`src/rtl/cpu_pkg.sv`:
```
// ============================================================================
// Module  : cpu_pkg
// Brief   : Shared widths, opcode constants and pipeline control bundle.
// Revision: 1.0 - initial release
// ============================================================================
`default_nettype none

package cpu_pkg;

  localparam int DATA_W = 16;
  localparam int REG_W  = 4;

  localparam logic [3:0] OP_NOP  = 4'h0;
  localparam logic [3:0] OP_ADD  = 4'h1;
  localparam logic [3:0] OP_SUB  = 4'h2;
  localparam logic [3:0] OP_ADDI = 4'h3;
  localparam logic [3:0] OP_LW   = 4'h4;
  localparam logic [3:0] OP_SW   = 4'h5;
  localparam logic [3:0] OP_BEQ  = 4'h6;

  // Register addresses and write/memory controls travelling down the pipe
  typedef struct packed {
    logic [REG_W-1:0] rs;
    logic [REG_W-1:0] rt;
    logic [REG_W-1:0] rd;
    logic             rw;
    logic             mr;
    logic             mw;
  } ctrl_t;

endpackage

`default_nettype wire

```
`src/rtl/hazard_detect.sv`:
```
// ============================================================================
// Module  : hazard_detect
// Brief   : Combinational load-use detection and PC / IF-ID write enables.
// Revision: 1.0 - initial release
// ============================================================================
`default_nettype none

module hazard_detect
  import cpu_pkg::*;
#(
  parameter int REG_W_P = REG_W
) (
  input  logic               id_valid,
  input  logic [REG_W_P-1:0] id_rs,
  input  logic [REG_W_P-1:0] id_rt,
  input  logic               id_uses_rt,
  input  logic               ex_valid,
  input  logic               ex_mr,
  input  logic [REG_W_P-1:0] ex_rd,
  input  logic               br_flush,
  input  logic               mem_stall,
  output logic               lu_stall,
  output logic               pc_write,
  output logic               ifid_write
);

  logic w_rd_nz;
  logic w_rs_hit;
  logic w_rt_hit;

  // A load in EX whose destination a decode-stage source needs; r0 never stalls
  always_comb begin
    w_rd_nz  = (ex_rd != '0);
    w_rs_hit = (ex_rd == id_rs);
    w_rt_hit = id_uses_rt & (ex_rd == id_rt);
    lu_stall = id_valid & ex_valid & ex_mr & w_rd_nz & (w_rs_hit | w_rt_hit);
  end

  // Memory stall freezes the front end; a taken branch must redirect even over a load-use
  always_comb begin
    pc_write   = ~mem_stall & (br_flush | ~lu_stall);
    ifid_write = pc_write;
  end

endmodule

`default_nettype wire

```
`src/rtl/idex_hazard_stage.sv`:
```
// ============================================================================
// Module  : idex_hazard_stage
// Brief   : ID/EX pipeline register with load-use stall, branch flush and
//           memory-stall freeze.
// Options : HAZARD_PERF_EN adds saturating stall_cycles / flush_count outputs.
// Revision: 1.0 - initial release
// ============================================================================
`default_nettype none

module idex_hazard_stage
  import cpu_pkg::*;
#(
  parameter int DATA_W = cpu_pkg::DATA_W,
  parameter int REG_W  = cpu_pkg::REG_W
) (
  input  logic              clk,
  input  logic              rst_n,
  input  logic              id_valid,
  input  logic [3:0]        id_opcode,
  input  logic [REG_W-1:0]  id_rs,
  input  logic [REG_W-1:0]  id_rt,
  input  logic [REG_W-1:0]  id_rd,
  input  logic              id_uses_rt,
  input  logic              id_rw,
  input  logic              id_mr,
  input  logic              id_mw,
  input  logic [DATA_W-1:0] id_rs_data,
  input  logic [DATA_W-1:0] id_rt_data,
  input  logic [DATA_W-1:0] id_imm,
  input  logic              br_flush,
  input  logic              mem_stall,
  output logic              ex_valid,
  output logic [3:0]        ex_opcode,
  output logic [REG_W-1:0]  ex_rs,
  output logic [REG_W-1:0]  ex_rt,
  output logic [REG_W-1:0]  ex_rd,
  output logic              ex_rw,
  output logic              ex_mr,
  output logic              ex_mw,
  output logic [DATA_W-1:0] ex_rs_data,
  output logic [DATA_W-1:0] ex_rt_data,
  output logic [DATA_W-1:0] ex_imm,
`ifdef HAZARD_PERF_EN
  output logic [15:0]       stall_cycles,
  output logic [15:0]       flush_count,
`endif
  output logic              pc_write,
  output logic              ifid_write,
  output logic              lu_stall
);

  logic              valid_q,   valid_d;
  logic [3:0]        opcode_q,  opcode_d;
  ctrl_t             ctrl_q,    ctrl_d;
  logic [DATA_W-1:0] rs_data_q, rs_data_d;
  logic [DATA_W-1:0] rt_data_q, rt_data_d;
  logic [DATA_W-1:0] imm_q,     imm_d;

  hazard_detect #(
    .REG_W_P (REG_W)
  ) u_hazard_detect (
    .id_valid   (id_valid),
    .id_rs      (id_rs),
    .id_rt      (id_rt),
    .id_uses_rt (id_uses_rt),
    .ex_valid   (valid_q),
    .ex_mr      (ctrl_q.mr),
    .ex_rd      (ctrl_q.rd),
    .br_flush   (br_flush),
    .mem_stall  (mem_stall),
    .lu_stall   (lu_stall),
    .pc_write   (pc_write),
    .ifid_write (ifid_write)
  );

  // Next ID/EX contents: hold on memory stall, bubble on flush/load-use, else capture
  always_comb begin
    valid_d   = valid_q;
    opcode_d  = opcode_q;
    ctrl_d    = ctrl_q;
    rs_data_d = rs_data_q;
    rt_data_d = rt_data_q;
    imm_d     = imm_q;
    if (!mem_stall) begin
      if (br_flush || lu_stall) begin
        valid_d   = 1'b0;
        opcode_d  = '0;
        ctrl_d    = '0;
        rs_data_d = '0;
        rt_data_d = '0;
        imm_d     = '0;
      end else begin
        valid_d   = id_valid;
        opcode_d  = id_opcode;
        ctrl_d.rs = id_rs;
        ctrl_d.rt = id_rt;
        ctrl_d.rd = id_rd;
        // An invalid slot must never write registers or touch memory
        ctrl_d.rw = id_valid & id_rw;
        ctrl_d.mr = id_valid & id_mr;
        ctrl_d.mw = id_valid & id_mw;
        rs_data_d = id_rs_data;
        rt_data_d = id_rt_data;
        imm_d     = id_imm;
      end
    end
  end

  // ID/EX register bank; reset leaves a bubble in EX
  always_ff @(posedge clk or negedge rst_n) begin
    if (!rst_n) begin
      valid_q   <= 1'b0;
      opcode_q  <= '0;
      ctrl_q    <= '0;
      rs_data_q <= '0;
      rt_data_q <= '0;
      imm_q     <= '0;
    end else begin
      valid_q   <= valid_d;
      opcode_q  <= opcode_d;
      ctrl_q    <= ctrl_d;
      rs_data_q <= rs_data_d;
      rt_data_q <= rt_data_d;
      imm_q     <= imm_d;
    end
  end

  assign ex_valid   = valid_q;
  assign ex_opcode  = opcode_q;
  assign ex_rs      = ctrl_q.rs;
  assign ex_rt      = ctrl_q.rt;
  assign ex_rd      = ctrl_q.rd;
  assign ex_rw      = ctrl_q.rw;
  assign ex_mr      = ctrl_q.mr;
  assign ex_mw      = ctrl_q.mw;
  assign ex_rs_data = rs_data_q;
  assign ex_rt_data = rt_data_q;
  assign ex_imm     = imm_q;

`ifdef HAZARD_PERF_EN
  logic [15:0] stall_cnt_q, stall_cnt_d;
  logic [15:0] flush_cnt_q, flush_cnt_d;

  // Saturating counters: stalled edges and unmasked flushes
  always_comb begin
    stall_cnt_d = stall_cnt_q;
    flush_cnt_d = flush_cnt_q;
    if ((lu_stall || mem_stall) && (stall_cnt_q != 16'hFFFF)) begin
      stall_cnt_d = stall_cnt_q + 16'd1;
    end
    if (br_flush && !mem_stall && (flush_cnt_q != 16'hFFFF)) begin
      flush_cnt_d = flush_cnt_q + 16'd1;
    end
  end

  // Performance counter registers
  always_ff @(posedge clk or negedge rst_n) begin
    if (!rst_n) begin
      stall_cnt_q <= '0;
      flush_cnt_q <= '0;
    end else begin
      stall_cnt_q <= stall_cnt_d;
      flush_cnt_q <= flush_cnt_d;
    end
  end

  assign stall_cycles = stall_cnt_q;
  assign flush_count  = flush_cnt_q;
`endif

endmodule

`default_nettype wire

```
`config.mk`:
```
export PLATFORM = sky130hd
export DESIGN_NAME = idex_hazard_stage
export DESIGN_NICKNAME = d
export VERILOG_FILES = /design/src/rtl/cpu_pkg.sv /design/src/rtl/hazard_detect.sv /design/src/rtl/idex_hazard_stage.sv
export SDC_FILE = /design/constraint.sdc
export NUM_CORES = 1
export LEC_CHECK = 0
export BUFFER_PORTS_ARGS = -buffer_cell sky130_fd_sc_hd__buf_2
export CORE_ASPECT_RATIO = 0.9
export CORE_MARGIN = 3
export CORE_UTILIZATION = 30
export CTS_BUF_LIST = sky130_fd_sc_hd__clkbuf_8
export CTS_CLUSTER_SIZE = 16
export DETAILED_ROUTE_END_ITERATION = 10
export PLACE_DENSITY = 0.57
export SYNTH_ARGS = -nofsm -noshare
export SYNTH_HDL_FRONTEND = slang
export SYNTH_SLANG_ARGS = --single-unit
```
`constraint.sdc`:
```
create_clock -name clk -period 1.9 [get_ports clk]
set_input_delay 0.095 -clock clk [delete_from_list [all_inputs] [get_ports clk]]
set_output_delay 0.095 -clock clk [all_outputs]
set_load 0.005 [all_outputs]
```
==> results.txt <==
dominant cells by area after synthesis: dfrtp_1 (52%), o31ai_2 (17%), inv_1 (6.3%)
final hold violations: 0
Post-synth top cells: dfrtp_1 (68), inv_1 (55), nand2_1 (55)
GR Util All Layers: 14.54%
Row Count: 35
Slew @ Worst Pin: 884.3 ps
Die Height: 105.2 µm
Num CTS Buffers: 9
count of boundary I/O pins: 144
placed cell areas: 4130 µm²
Pwr per Cell Area: 690.4 nW/µm²
Via Count: 2801
Synth Area in Simple Gates: 8.435%
fraction of registers with async set/reset: 100.0%
CP Class: flop to output port
largest net degree at the start of global routing: 69
Routed Antenna Nets: 0
area occupied by multi-input gates: 1358 µm²
Worst Path Required: 1800 ps
Tcrit/Tclk final: 103.2%
vias in the first global route: 2889
wire per inst: 14.59 µm
synthesized area: 3278 µm²
Final Wtd Congestion: 0.7165
clk_skew: 7.163 ps
post-synthesis compound-gate area fraction: 27.33%
final setup fails: 5
Remaining Overflow, GRT: 0
DRC viols: 0
XOR/XNOR Fraction of Synth Area: 2.137%
DR iter-0 viols: 136
FMAX: 0.5101 GHz
Syn-to-layout area delta: 54.89%
setup ws final: -60.52 ps
core area: 10470 µm²
syn_nets: 361
CTS tree: done
shortest period the worst path allows: 1961 ps
Post-synth EDFFs: 0
Slew Limit Fails: 0
drt first pass iters: 4
starting density of the core: 31.32%
slew margin rel.: 41.05%
most area-hungry cell type in the Yosys netlist: dfrtp_1
TritonCTS Sinks: 68
RSZ-0062 raised after global routing: true
Main synth FF type: dfrtp_1
CTS HTree Levels: 3
Synth top area share: 51.91%
global-route wire length before repair: 14.11 mm
most common cell in the netlist: dfrtp_1
Avg Vias per Cell: 4.496
Hold/Removal Path Class: input port to flop
Clock Pin Slew Worst Setup and Hold Paths: 70 ps
initial antenna violation count: 0
crit-path max FO: 2
syn avg cell area: 11.38 µm²
Fillers: 983
CP Capture Type: output port
failing checks: negative setup slack
Seq/Total Area, Yosys: 51.91%
combinational family with the most area after synthesis: compound AO/OA/AOI/OAI gates
n_diodes: 0
post-synthesis cell type count: 24
Finished Cell Area: 5077 µm²
clock root buffer: clkbuf_8
DP HPWL: 5.652 mm
Fin Setup TNS: -170.8 ps
WL final: 9.087 mm
Nets: 562
Skew-Pair Late Insertion Delay: 340 ps
die area: 12220 µm²
mux share of post-synthesis cell area: 0%
Startpoint Class: flop
IO Port Bufs: 143
Synth Register Bits: 68
Arr. time, crit path: 1870 ps
clock buffer depth: 2
Hold WS: 22.37 ps
leakage power: 2.632 nW
adder-cell share of the synthesized area: 0%
yosys warns: 0
die width: 116.2 µm
register area: 1704 µm²
layout cell share with drive strength beyond 1: 48.79%
maximum vdd drop: 0.3099 mV
Max-Cap Viols: 0
run status: finished with violations
Synth Instances: 288
kinds of logic (layout without fill, tap and decap cells):
family                    Yosys count  in the layout
AOI/OAI and AO/OA                  71             71
and+or+nand+nor                    64             64
DFF                                68             68
buffers and inverters              77            283
xor gates and xnor gates            8              8
state kept, by name, indices dropped and copies added, names as in the netlist:
register,cells
ex_mr,1
ex_valid,1
ex_rs,4
ex_rs_data,16
ex_imm,16
ex_rw,1
ex_opcode,4
ex_rd,4
ex_rt,4
ex_rt_data,16
ex_mw,1
per-layer routing:
metal	part of all wire (%)	vias to the layer above	track usage, %
li1	-	1366	-
met1	44	1340	18.00
met2	50	84	24.28
met3	5.3	11	4.343
met4	1.1	0	4.308
met5	0	-	0
worst paths after layout:
kind / start / end / slack, ps / cells after the start
max: ex_rd[0] / pc_write / -60 / 6
max in group asynchronous: rst_n / ex_rd[0] / 880 / 2
max reg2reg: ex_rd[0] / ex_imm[12] / -20 / 6
min reg2reg: ex_rt_data[6] / ex_rt_data[6] / 480 / 2
min in group asynchronous: rst_n / ex_rs_data[4] / 420 / 2
min: id_opcode[1] / ex_opcode[1] / 20 / 3
placed cells by master, fill, tap and decap left out, types with 2 or more instances in the layout:
cell             n
inv_1           56
a22o_1           2
nor4b_1          2
a32o_1          12
xnor2_2          2
nand2_1         55
buf_4           15
buf_12           3
dfrtp_2          2
clkbuf_16        2
buf_2          140
xnor2_1          6
clkbuf_8        14
o31ai_4         12
dlygate4sd3_1   51
o31ai_2         41
dfrtp_1         66
final cells by class:
| cell class | count | area share (%) |
|---|---|---|
| clock inverters | 2 | 0.1479 |
| inverters | 55 | 4.115 |
| clock buffers | 14 | 3.795 |
| repair buffers | 212 | 28.46 |
| flip-flops and latches | 68 | 33.56 |
| well taps | 129 | 3.179 |
| multi-input cells | 143 | 26.74 |
report_power, final:
group          internal [mW]  leakage (nW)  switching [mW]
Clock                  0.644         0.111           0.529
Sequential              1.56         0.884          0.0626
Combinational          0.368          1.64           0.344
Total                   2.57          2.63           0.935
repair_timing:
| action | 4_1_cts | 5_1_grt |
|---|---|---|
| hold endpoints to repair | 118 | 0 |
| hold buffers | 51 | 0 |
| cloned | 0 | 2 |
| buffers inserted | 6 | 2 |
| setup endpoints to repair | 3 | 8 |
| pin swaps | 5 | 2 |
| resized for setup | 6 | 15 |
worst max-delay path, stage by stage (launching register included):
cell	delay, ps
dfrtp_2	400
or4_4	580
nand2_4	100
o22a_4	150
inv_4	40
a21oi_4	120
buf_2	140
metrics by stage:
step	utilization, %	cells	total power [mW]	setup slack [ps]
finish	48.51	623	3.505	-60.52
global route	48.51	623	3.695	-135.3
floorplan	-	288	1.947	91.09
CTS	46.87	619	3.536	-97.48
detailed placement	39.46	546	2.230	90.92
global placement	39.46	546	2.219	148.8
No activity file was read; power rests on OpenSTA's default activity.
